File: src/rtl/keyboard_event_decoder.sv
// keyboard_event_decoder: PS/2 frame receiver and scan-code decoder with per-key state; PS2_PARITY_CHECK_EN enables frame rejection
module keyboard_event_decoder #(
  parameter int FILTER_LEN = 8,
  parameter int TIMEOUT_CYCLES = 100000
) (
  input  logic         clk,
  input  logic         rst,
  input  logic         ps2_clk,
  input  logic         ps2_data,
  output logic [511:0] key_down,
  output logic [8:0]   last_change,
  output logic         been_ready,
  output logic         frame_err
);
  localparam int FW = $clog2(FILTER_LEN) + 1;
  localparam int TW = $clog2(TIMEOUT_CYCLES + 1);
  typedef enum logic [1:0] {IDLE, DATA, PARITY, STOP} state_t;
  state_t state, state_n;
  logic [1:0] clk_sync, dat_sync;
  logic clk_f, d, fall, timeout, done, accept, ext, brk;
  logic [FW-1:0] flt_cnt;
  logic [TW-1:0] to_cnt;
  logic [7:0] shift;
  logic [2:0] bit_cnt;
  assign d = dat_sync[1];
`ifdef PS2_PARITY_CHECK_EN
  logic par_ok;
  always_ff @(posedge clk)
    if (rst) par_ok <= 1'b0;
    else if (fall && state == PARITY) par_ok <= ^{shift, d};
  assign accept = par_ok & d;
`else
  assign accept = 1'b1;
`endif
  always_comb begin
    fall = clk_f & ~clk_sync[1] & (flt_cnt == FW'(FILTER_LEN - 1));
    timeout = (state != IDLE) & ~fall & (to_cnt == TW'(TIMEOUT_CYCLES));
    done = fall & (state == STOP);
    state_n = timeout ? IDLE :
              !fall ? state :
              state == IDLE ? (d ? IDLE : DATA) :
              state == DATA ? (bit_cnt == 3'd7 ? PARITY : DATA) :
              state == PARITY ? STOP : IDLE;
  end
  always_ff @(posedge clk) begin
    if (rst) begin
      clk_sync <= 2'b11;
      dat_sync <= 2'b11;
      clk_f <= 1'b1;
      flt_cnt <= '0;
      to_cnt <= '0;
      state <= IDLE;
      shift <= '0;
      bit_cnt <= '0;
      ext <= 1'b0;
      brk <= 1'b0;
      key_down <= '0;
      last_change <= '0;
      been_ready <= 1'b0;
      frame_err <= 1'b0;
    end else begin
      clk_sync <= {clk_sync[0], ps2_clk};
      dat_sync <= {dat_sync[0], ps2_data};
      flt_cnt <= (clk_sync[1] == clk_f || flt_cnt == FW'(FILTER_LEN - 1)) ? '0 : flt_cnt + FW'(1);
      if (clk_sync[1] != clk_f && flt_cnt == FW'(FILTER_LEN - 1)) clk_f <= clk_sync[1];
      to_cnt <= (fall || state == IDLE) ? '0 : (to_cnt == TW'(TIMEOUT_CYCLES) ? to_cnt : to_cnt + TW'(1));
      state <= state_n;
      been_ready <= 1'b0;
      frame_err <= 1'b0;
      if (fall && state == DATA) begin
        shift <= {d, shift[7:1]};
        bit_cnt <= bit_cnt + 3'd1;
      end
      // an abandoned frame must not leak prefix state into the next one
      if (timeout) begin
        shift <= '0;
        bit_cnt <= '0;
        ext <= 1'b0;
        brk <= 1'b0;
      end
      if (done) begin
        if (!accept) begin
          frame_err <= 1'b1;
          ext <= 1'b0;
          brk <= 1'b0;
        end else if (shift == 8'hE0) ext <= 1'b1;
        else if (shift == 8'hF0) brk <= 1'b1;
        else if (shift == 8'hE1) begin
          ext <= 1'b0;
          brk <= 1'b0;
        end else begin
          key_down[{ext, shift}] <= ~brk;
          last_change <= {ext, shift};
          been_ready <= 1'b1;
          ext <= 1'b0;
          brk <= 1'b0;
        end
      end
    end
  end
endmodule

File: config.mk
export PLATFORM = sky130hd
export DESIGN_NAME = keyboard_event_decoder
export DESIGN_NICKNAME = d
export VERILOG_FILES = /design/src/rtl/keyboard_event_decoder.sv
export SDC_FILE = /design/constraint.sdc
export NUM_CORES = 1
export LEC_CHECK = 0
export CAP_MARGIN = 20
export CORE_MARGIN = 5
export CORE_UTILIZATION = 50
export CTS_CLUSTER_DIAMETER = 50
export CTS_CLUSTER_SIZE = 12
export DETAILED_ROUTE_END_ITERATION = 10
export PLACE_DENSITY = 0.85
export SLEW_MARGIN = 20
export SYNTH_ARGS = -nofsm -noshare
export SYNTH_HDL_FRONTEND = slang
export SYNTH_SLANG_ARGS = --single-unit
File: constraint.sdc
create_clock -name clk -period 2.3 [get_ports clk]
set_clock_uncertainty 0.05 [all_clocks]
set_input_delay 0.46 -clock clk [delete_from_list [all_inputs] [get_ports clk]]
set_output_delay 0.46 -clock clk [all_outputs]
set_load 0.05 [all_outputs]
# --- After elaboration in Yosys (flattened, before gate mapping) ---
# Index checks and enable logic that the tools add are counted.
word_totals:
  register_bits: 563
  latchBits: 0
  mem_bits_rw: 0
  romBits: 0
  input_bits: 4
  output_inout_bits: 523
  word_cells: 70
  n_memories: 0
op_classes:
  addsub: 3
  mul: 0
  n_div: 0
  n_lt_le_gt_ge: 2
  n_eq_ne: 11
  shifts: 0
  muxes: 17
  n_bitwise: 12
  n_reduce_logical: 12
ops:
  columns: ["op", "n"]
  rows:
  - ["bitwise mux 512 bit", 1]
  - ["== test 8 bit (second input constant)", 3]
  - ["adder 17 x 1 -> 17 bit (second input constant)", 1]
  - ["== test 17 bit (second input constant)", 1]
  - ["two-way mux 1 bit", 11]
  - ["less-than comparator 9 x 10 -> 1 bit (second input constant)", 1]
  - ["demux 1 bit (select 9 bit)", 1]
  - [">= comparator 9 x 1 -> 1 bit (second input constant)", 1]
  - ["two-way mux 2 bit", 4]
  - ["inverter 1 bit", 7]
  - ["OR reduction 2 bit", 3]
  - ["AND 1 bit", 5]
  - ["adder 4 x 1 -> 4 bit (second input constant)", 1]
  - ["== test 2 bit (second input constant)", 2]
  - ["== test 4 x 3 -> 1 bit (second input constant)", 1]
  - ["AND reduction 4 bit", 1]
  - ["OR reduction 4 bit", 1]
  - ["adder 3 x 1 -> 3 bit (second input constant)", 1]
  - ["== test 3 bit (second input constant)", 1]
  - ["logical AND 1 bit", 3]
  - ["== test 2 x 1 -> 1 bit (second input constant)", 1]
  - ["zero test 2 bit", 1]
  - ["logical OR 1 bit", 2]
  - ["nonzero test 2 bit", 1]
  - ["other kinds (2)", 2]

# --- Longest topological paths before layout ---
# Gate-level depths: netlist of run 1.
depth:
  ltp_word: 10
  mapped_depth: 9
  ltp_nobuf: 6

# --- Worst setup path after synthesis of run 1 ---
# No wires, ideal clock.
synth_path:
  path_type: "register -> register"
  start: "reg flt_cnt[0]"
  end: "reg key_down[360]"
  arrival_time_ns: 1.797
  required_ns: 2.107
  slack_ns: 0.310
  path_stages_with_launch: 8
  path_buffers: 3
  period_less_slack_ns: 1.990
  cell_sequence: "dfxtp_1 -> ha_1 -> nand4b_4 -> buf_6 -> nor3_4 -> buf_6 -> buf_2 -> a311oi_1"
synth_between:
  elab_chain_cells: 4
synth_rtl:
  columns: ["element", "line", "source"]
  rows:
  - ["from (decl)", "21", "logic [FW-1:0] flt_cnt;"]
  - ["from (signal assigned)", "64", "flt_cnt <= (clk_sync[1] == clk_f || flt_cnt == FW'(FILTER_LEN - 1)) ? '0 : flt_cnt + FW'(1);"]
  - ["== test 4 x 3 -> 1 bit", "36", "fall = clk_f & ~clk_sync[1] & (flt_cnt == FW'(FILTER_LEN - 1));"]
  - ["AND 1 bit", "36", null]
  - ["AND 1 bit", "38", "done = fall & (state == STOP);"]
  - ["AND reduction 4 bit (no source line)", null, null]
  - ["to (signal, indexed assignment)", "92", "key_down[{ext, shift}] <= ~brk;"]
  - ["to (decl)", "10", "output logic [511:0] key_down,"]
# Every way passes these cells.
# A chain may end at the register's enable or synchronous reset.

# --- Final worst setup path of run 1 ---
layout_path:
  start: "reg key_down[213]"
  end: "out key_down[213]"
# No word-level cell between the ends.

==> flow_summary_export.csv, run 1 <==
group,metric,value,unit
synthesis,synth.most_common_cell,"dfxtp_1",
synthesis,synth-edff-count,0,
sta,finalHoldViolCount,0,
routing,post_drt_wl_per_cell,24.0,um
layout,antenna_cells,0,
synthesis,synth.area.top_cells,"dfxtp_1 51%, a311oi_1 20%, a21oi_1 11%, clkbuf_1 2.6%, nor3_2 2.0%",
routing,antenna_left,0,
critical_path,cp-end-kind,"output pin",
floorplan,core,44000,sq um
hold_path,min_to,"last_change[0]",
critical_path,reg2reg_slack,60,ps
critical_path,critPathArrivalTime,1800,ps
clock_network,cts-root-buf,"clkbuf_16",
routing,viasPerCell,6.61,
critical_path,crit_slowest_cell,"clkdlybuf4s50_1",
run,drv_cap,0,
clock_network,clock_sinks,563,
synthesis,synth_cells,2204,
place,numPortBuffers,525,
routing,vias,21625,
floorplan,ios,527,
synthesis,syn_nets,2214,
critical_path,r2r_start,"shift[2]",
run_status,status,"finished with violations",
power_and_ir_drop,p_leak,12.6,nW
sta,rsz0062_at_grt,"true",
floorplan,rows,77,
hold_path,hold_path.startpoint,"rst",
synthesis,ys_types,57,
routing,routed_wl,78400,um
synthesis,yosysSeqAreaShare,0.509,
critical_path,start_kind,"register",
run_status,violations,"negative setup slack",
sta,slew_viol_final,0,
floorplan,start_util,0.502,
sta,max_freq,0.433,GHz
sta,fin_ws,-11.9,ps
layout,layout.cells.non_filler,3271,
critical_path,worst-path-buf-inv,1,
critical_path,cpPeakStageDelay,830,ps
critical_path,worstPathMaxFanout,2,
critical_path,worstReg2RegEnd,"key_down[64]",
critical_path,rr_worst_depth,5,
power_and_ir_drop,ir_worst_vdd,0.673,mV
place,place_inst,3193,
synthesis,ys.flop_type,"dfxtp_1",
sta,fin_crit_sh,1.01,
layout,fin_nets,2675,
synthesis,async_reset_ff_frac,0,
grt,grt_antenna_before_repair,0,
grt,grt.total_usage,0.297,
hold_path,worstHoldPathType,"primary input to register",
critical_path,cp_cell_sequence,"clkdlybuf4s50_1",
grt,grt-ovfl-total,0,
routing,dr.pass1.iters,5,
clock_network,cts_tree,"built",
sta,layout_min_cycle_time,2310,ps
synthesis,syn_area,22100,sq um
clock_network,clk_pin_slew,60,ps
clock_network,cts_buffer_depth,3,
sta,worst_hold_slack,166,ps
sta,setup_violations,1,
floorplan,dieArea,48600,sq um
clock_network,insertion_delay,610,ps
place,routabilityCongestion,0.867,
layout,areaGrowthSynthToFinish,36.0,%
critical_path,cp_top_family,"buffers and inverters",
critical_path,crit_type,"register to output pin",
synthesis,yosys.area.top_type,"dfxtp_1",
grt,grt_pass1_wl,116000,um
place,dp_hpwl,52000,um
synthesis,ys_ff_latch,563,
routing,drtIter0Drc,2620,
sta,tightestPinTransition,720,ps
sta,max_slew_margin,0.520,
synthesis,synth_warnings,0,
grt,grt_max_degree,107,
synthesis,synth_top_area_share,0.509,
layout,drive_gt1_frac,0.130,
synthesis,yosys-top-cells-count,"563 x dfxtp_1, 507 x a311oi_1, 503 x a21oi_1",
clock_network,htreeDepth,2,
clock_network,cts_hold_buf,0,
critical_path,crit_required,1790,ps
floorplan,dieWidth,220,um
synthesis,avgSynthCellArea,10.0,sq um
floorplan,die_h,220,um
routing,route.detailed.drc,0,
power_and_ir_drop,power_density,610,nW/um^2
layout,finalCoreUtilization,0.683,
power_and_ir_drop,fin_total_pwr,18.3,mW
hold_path,hold-path-cell-count,2,
clock_network,numCtsBuffers,56,
grt,grt_pass1_vias,19938,
[flip-flops by register name, summed over array words and instances, names as in the netlist]
register	flops
key_down	512
to_cnt	17
last_change	9
shift	8
flt_cnt	4
bit_cnt	3
clk_sync	2
dat_sync	2
state	2
been_ready	1
brk	1
clk_f	1
ext	1
[worst max-delay path by stage]
stage,start,endpoint,slack [ps],cells past startpoint
3_5_place_dp,flt_cnt[0],key_down[215],-40,7
6_report,key_down[213],key_down[213],-10,1
3_3_place_gp,flt_cnt[0],key_down[83],80,7
4_1_cts,key_down[462],key_down[462],0.2,1
5_1_grt,ext,key_down[413],-130,5
2_1_floorplan,flt_cnt[0],key_down[360],310,7
[where the power goes]
group | leakage, nW | switching (mW) | total (mW) | internal (mW)
combinational | 7.28 | 0.168 | 0.228 | 0.0602
sequential | 4.54 | 0.00123 | 9.75 | 9.75
clock | 0.771 | 3.72 | 8.36 | 4.64
total | 12.6 | 3.89 | 18.3 | 14.5
[metal layers]
metal  up-vias  global-route usage  wire length [um]
met5         -                   0                 0
met4         0               0.160              4570
met3       245              0.0640              7290
met2      1279               0.467             36600
met1     10427               0.382             30000
li1       9674                   -                 -
[timing repair]
item / CTS / global route
setup buffers: 3 / 2
pin swaps: 2 / 6
endpoints found under the setup margin: 464 / 246
cloned: 0 / 1
resized for setup: 381 / 124
[final cells by class]
class | count | area [sq um]
well taps | 592 | 741
clock buffers | 61 | 1440
clock inverters | 11 | 129
repair buffers | 674 | 6660
inverters | 9 | 33.8
fillers | 3312 | 13900
multi-input cells | 1361 | 9800
flip-flops and latches | 563 | 11300
[logic make-up after synthesis]
group | synth area share
AOI/OAI and AO/OA | 0.323
DFF | 0.509
and+or+nand+nor | 0.0916
buffers and inverters | 0.0597
muxes | 0.00814
xor gates and xnor gates | 0.00475
adders and majority gates | 0.00339
other | 0.000170
[metrics by stage]
step | TNS, ps | cell area [sq um] | setup slack, ps
after floorplan | 0 | 22100 | 310
after global placement | 0 | 28500 | 78.5
after detailed placement | -264 | 28500 | -35.9
after CTS | 0 | 29600 | 0.229
after global routing | -938 | 30100 | -127
final | -11.9 | 30100 | -11.9
[cell usage in the layout, fill, tap and decap left out, types with 40 or more instances in the layout]
cell	n
buf_12	42
clkdlybuf4s50_1	69
nor2_1	72
buf_4	105
dlymetal6s2s_1	76
a311oi_1	506
dfxtp_1	557
nor3_4	40
a21oi_1	503
dlygate4sd2_1	379
clkbuf_16	58
Power figures use the tool's default switching activity.
==> run 2, diff against run 1 <==
--- a/config.mk
+++ b/config.mk
@@ -11,6 +11,7 @@
 export CTS_CLUSTER_DIAMETER = 50
 export CTS_CLUSTER_SIZE = 12
 export DETAILED_ROUTE_END_ITERATION = 10
+export GPL_TIMING_DRIVEN = 0
 export PLACE_DENSITY = 0.85
 export SLEW_MARGIN = 20
 export SYNTH_ARGS = -nofsm -noshare
==> run 2 against run 1 <==
  * First-iteration DRC count grew 20%
  * Register-to-register slack got worse by 20 ps
  * Core utilization grew 1.2 points
  * Count of clock-buffer cells in the layout grew 5
  * Clock power increased by 0.7%
  * Sequential share of layout area down 0.69 points
  * The run now ends clean
  * Power rose by 0.36%
  * Routed wire length is 19% higher
  * Critical endpoint is now key_down[297]
  * Non-clock buffer count rose by 156
  * Combinational power grew 4%
  * Via count is 8.6% higher
  * Global-route usage rose by 5.9 points
==> flow_summary_export.csv, run 2 (synthesis gave the netlist of run 1 again) <==
group,metric,value,unit
run_status,status,"completed",
clock_network,insertion_delay,610,ps
grt,grt_pass1_wl,135000,um
layout,stdcell_area,30600,sq um
layout,largest_register_ffs,512,
power_and_ir_drop,fin_total_pwr,18.4,mW
routing,route.top_layer_used,"met4",
layout,fin_nets,2830,
clock_network,clock_sinks,563,
grt,grt.total_usage,0.356,
clock_network,cts_tree,"built",
sta,rsz0062_at_grt,"true",
routing,wl_met1,34200,um
hold_path,worstHoldPathType,"primary input to register",
layout,layout_commonest_cell,"dfxtp_1",
sta,tightestPinTransition,1080,ps
sta,layout_min_cycle_time,2280,ps
routing,met3WireLength,10600,um
floorplan,start_util,0.502,
power_and_ir_drop,ir_worst_vdd,0.513,mV
sta,max_freq,0.438,GHz
clock_network,clk_pin_slew,70,ps
sta,fin_ws,16.9,ps
routing,post_drt_wl_per_cell,27.3,um
critical_path,crit_slowest_cell,"clkdlybuf4s50_1",
critical_path,worstPathMaxFanout,2,
floorplan,core,44000,sq um
place,dp_slack,-596,ps
floorplan,dieArea,48600,sq um
routing,routed_wl,93600,um
routing,viasPerCell,6.85,
floorplan,die_h,220,um
critical_path,crit_required,1790,ps
routing,drtIter0Drc,3144,
place,placed_area,28100,sq um
sta,fin_crit_sh,0.993,
place,dp_hpwl,65100,um
sta,setup_violations,0,
layout,areaGrowthSynthToFinish,38.4,%
layout,layout_common_cells,"560 x dfxtp_1, 503 x a21oi_1, 500 x a311oi_1",
layout,drive_gt1_frac,0.150,
sta,finalHoldViolCount,0,
critical_path,cpPeakStageDelay,820,ps
routing,route.detailed.drc,0,
critical_path,worst-path-buf-inv,1,
floorplan,ios,527,
power_and_ir_drop,p_leak,12.9,nW
power_and_ir_drop,power_density,601,nW/um^2
routing,antenna_left,0,
routing,vias,23490,
critical_path,cp-end-kind,"output pin",
clock_network,cts_hold_buf,0,
clock_network,cts-root-buf,"clkbuf_16",
layout,reg_top3,"key_down (512), to_cnt (17), last_change (9)",
place,routabilityCongestion,0.937,
routing,dr.pass1.iters,6,
grt,grt_antenna_before_repair,1,
sta,tns,0,ps
layout,fillCellCount,3312,
floorplan,rows,77,
grt,grt_pass1_vias,21734,
clock_network,htreeDepth,2,
critical_path,cp_cell_sequence,"clkdlybuf4s50_1",
layout,largest-register,"key_down",
floorplan,dieWidth,220,um
sta,max_slew_margin,0.277,
routing,dr_wl_met2,42300,um
sta,slew_viol_final,0,
clock_network,numCtsBuffers,55,
critical_path,crit_type,"register to output pin",
grt,grt-ovfl-total,0,
critical_path,cp_top_family,"buffers and inverters",
place,numPortBuffers,524,
run,drv_cap,0,
clock_network,cts_buffer_depth,3,
critical_path,start_kind,"register",
critical_path,critPathArrivalTime,1770,ps
grt,grt_max_degree,14,
-- run 2: cell count changes in the layout (fill, tap and decap cells not counted), sizes merged, moves of 4 or more --
cell           before  now
buf               149  133
clkbuf             62  238
clkdlybuf4s50      69  117
dlygate4sd2       379  313
dlymetal6s2s       76   94
inv                13    9
-- run 2: worst paths after layout --
path | startpoint | end | slack (ps) | cells after the start
min reg2reg | clk_sync[0] | clk_sync[1] | 360 | 1
max | key_down[297] | key_down[297] | 20 | 1
min | rst | been_ready | 340 | 3
max reg2reg | shift[0] | key_down[407] | 40 | 6
-- run 2: cell type report --
cell class,count,area [sq um],area share
repair buffers,561,5430,0.177
diodes,1,2.50,0.0000817
well taps,592,741,0.0242
multi-input cells,1361,10000,0.328
inverters,9,33.8,0.00110
flip-flops and latches,563,11300,0.368
clock inverters,5,58.8,0.00192
plain buffers,269,1540,0.0503
clock buffers,66,1510,0.0493
-- run 2: through the flow --
| stage | cells | util | hold WS (ps) |
|---|---|---|---|
| final | 3427 | 0.696 | 343 |
| after global routing | 3427 | 0.696 | 353 |
| after CTS | 3408 | 0.674 | 314 |
| after detailed placement | 3320 | 0.638 | 349 |
| after global placement | 3320 | 0.638 | 343 |
| after floorplan | 2204 | - | 339 |
-- run 2: repair_timing --
action / in CTS / in global routing
gates resized for setup: 390 / 283
gates cloned: 0 / 1
pin swaps: 5 / 32
setup buffers: 18 / 18
endpoints found under the setup margin: 815 / 515
-- run 2: where the power goes --
group          internal (mW)  total (mW)  switching [mW]
registers               9.75        9.75         0.00154
logic                 0.0406       0.236           0.195
clock network           4.66        8.42            3.76
total                   14.5        18.4            3.95
-- run 2: routing by layer --
layer	GRT usage	up-vias
met4	0.210	0
li1	-	10014
met5	0	-
met3	0.0763	418
met2	0.555	1839
met1	0.456	11219
==> run 3, diff against run 2 <==
--- a/config.mk
+++ b/config.mk
@@ -12,7 +12,7 @@
 export CTS_CLUSTER_SIZE = 12
 export DETAILED_ROUTE_END_ITERATION = 10
 export GPL_TIMING_DRIVEN = 0
-export PLACE_DENSITY = 0.85
+export PLACE_DENSITY_LB_ADDON = 0.05
 export SLEW_MARGIN = 20
 export SYNTH_ARGS = -nofsm -noshare
 export SYNTH_HDL_FRONTEND = slang
==> run 3 against run 2 <==
  * The run now ends with negative setup slack left
  * First-iteration DRC count is 12% lower
  * Register-to-register slack worse by 130 ps
  * Clock power is 2% lower
  * Worst hold slack better by 14 ps
  * Flip-flop and latch count stayed put
  * Sequential share of layout area is 0.58 points higher
  * Largest power group unchanged
  * Highest routed layer unchanged
==> flow_summary_export.csv, run 3 (synthesis gave the netlist of run 1 again) <==
group,metric,value,unit
run_status,status,"finished with violations",
run_status,violations,"negative setup slack",
sta,worst_hold_slack,357,ps
sta,layout_min_cycle_time,2390,ps
layout,largest-register,"key_down",
clock_network,clock_sinks,563,
power_and_ir_drop,p_leak,12.5,nW
sta,fin_crit_sh,1.04,
place,routabilityCongestion,0.905,
critical_path,crit_top_cell,"buf_2",
grt,grt_max_degree,14,
sta,tightestPinTransition,958,ps
routing,route.detailed.drc,0,
sta,max_slew_margin,0.361,
floorplan,dieArea,48600,sq um
clock_network,cts_tree,"built",
floorplan,die_h,220,um
power_and_ir_drop,power.internal,14.3,mW
power_and_ir_drop,power_density,605,nW/um^2
clock_network,clk_pin_slew,60,ps
sta,finalHoldViolCount,0,
clock_network,htreeDepth,2,
sta,slew_viol_final,0,
grt,grt.total_usage,0.349,
layout,areaGrowthSynthToFinish,36.3,%
sta,setup_violations,30,
critical_path,crit_required,2700,ps
critical_path,reg2reg_slack,-90,ps
power_and_ir_drop,clkPwrFrac,0.453,
place,place_inst,3320,
critical_path,crit_type,"register to register",
critical_path,worstPathMaxFanout,10,
routing,drtIter0Drc,2752,
sta,max_freq,0.419,GHz
layout,layout.cells.non_filler,3409,
routing,viasPerCell,6.67,
sta,fin_ws,-85.1,ps
run,drv_cap,0,
power_and_ir_drop,seqPwrFrac,0.535,
floorplan,rows,77,
floorplan,start_util,0.502,
place,numPortBuffers,524,
layout,layout_common_cells,"561 x dfxtp_1, 507 x a311oi_1, 503 x a21oi_1",
critical_path,worst-path-buf-inv,3,
routing,antenna_left,0,
layout,reg_top3,"key_down (512), to_cnt (17), last_change (9)",
clock_network,insertion_delay,610,ps
clock_network,cts-root-buf,"clkbuf_16",
critical_path,cpPeakStageDelay,430,ps
critical_path,cp_cell_sequence,"buf_2 > nand2_1 > nor3_4 > buf_2 > buf_2 > a311oi_1",
sta,rsz0062_at_grt,"true",
grt,grt_pass1_wl,131000,um
critical_path,cp_top_family,"buffers and inverters",
layout,layout_commonest_cell,"dfxtp_1",
layout,finalCoreUtilization,0.685,
routing,vias,22737,
critical_path,start_kind,"register",
layout,drive_gt1_frac,0.141,
routing,routed_wl,91000,um
hold_path,worstHoldPathType,"primary input to register",
critical_path,cp-end-kind,"register",
layout,fillCellCount,3617,
power_and_ir_drop,combPwrFrac,0.013,
power_and_ir_drop,p_sw,3.93,mW
clock_network,cts_buffer_depth,3,
critical_path,critPathArrivalTime,2780,ps
grt,grt_pass1_vias,20610,
routing,dr.pass1.iters,10,
grt,grt_antenna_before_repair,0,
routing,post_drt_wl_per_cell,26.7,um
layout,fin_nets,2810,
power_and_ir_drop,ir_worst_vdd,0.586,mV
place,dp_slack,-603,ps
power_and_ir_drop,p_sw_frac,0.215,
floorplan,core,44000,sq um
critical_path,crit_slowest_cell,"dfxtp_1",
grt,grt-ovfl-total,0,
layout,stdcell_area,30100,sq um
clock_network,numCtsBuffers,55,
place,dp_hpwl,64700,um
place,placed_area,28100,sq um
floorplan,dieWidth,220,um
floorplan,ios,527,
layout,largest_register_ffs,512,
==> run 3: layout make-up <==
cell class | count | area, sq um | area share
clock inverter | 8 | 98.8 | 0.00328
tap | 592 | 741 | 0.0246
buffer | 269 | 1480 | 0.0490
multi-input combinational | 1361 | 9950 | 0.330
sequential | 563 | 11300 | 0.374
antenna | 2 | 5.00 | 0.000166
inverter | 9 | 33.8 | 0.00112
timing repair buffer | 541 | 5150 | 0.171
clock buffer | 64 | 1420 | 0.0471
==> run 3: timing repair <==
item                       4_1_cts  5_1_grt
setup buffers                   10        6
hold buffers                     0        0
pin swaps                        7        7
resized for setup              438      220
gates cloned                     0        1
setup endpoints to repair      886      520
==> run 3: power groups by stage <==
stage          clock network (mW)  logic, mW  registers [mW]
6_report                     8.26      0.233            9.76
5_1_grt                      8.69      0.245            9.75
3_3_place_gp                    0      0.216            9.97
4_1_cts                      8.28      0.224            9.76
2_1_floorplan                   0      0.146            9.97
3_5_place_dp                    0      0.223            9.97
==> run 3: worst reg2reg max path, stage by stage (launching register included) <==
cell      delay [ps]
dfxtp_1          430
buf_2            300
nand2_1          350
nor3_4           290
buf_2            310
buf_2            330
a311oi_1         170
==> run 3: path summary, 6_finish.rpt <==
check                                 start       endpoint  cells past startpoint
worst max-delay path               shift[3]  key_down[364]                      6
worst min register to register  dat_sync[0]    dat_sync[1]                      1
worst min-delay path                ps2_clk    clk_sync[0]                      2
worst max register to register     shift[3]  key_down[364]                      6
==> run 3: per-stage QoR <==
stage               total power [mW]  TNS (ps)
floorplan                       10.1         0
global placement                10.2   -162770
detailed placement              10.2   -199200
CTS                             18.3      -236
global route                    18.7     -4950
finish                          18.2      -823
==> run 3: per-layer routing <==
metal	global-route usage	share of wire	up-vias
li1	-	-	9981
met1	0.454	0.38	11105
met2	0.563	0.47	1399
met3	0.0773	0.099	252
met4	0.145	0.047	0
met5	0	0	-
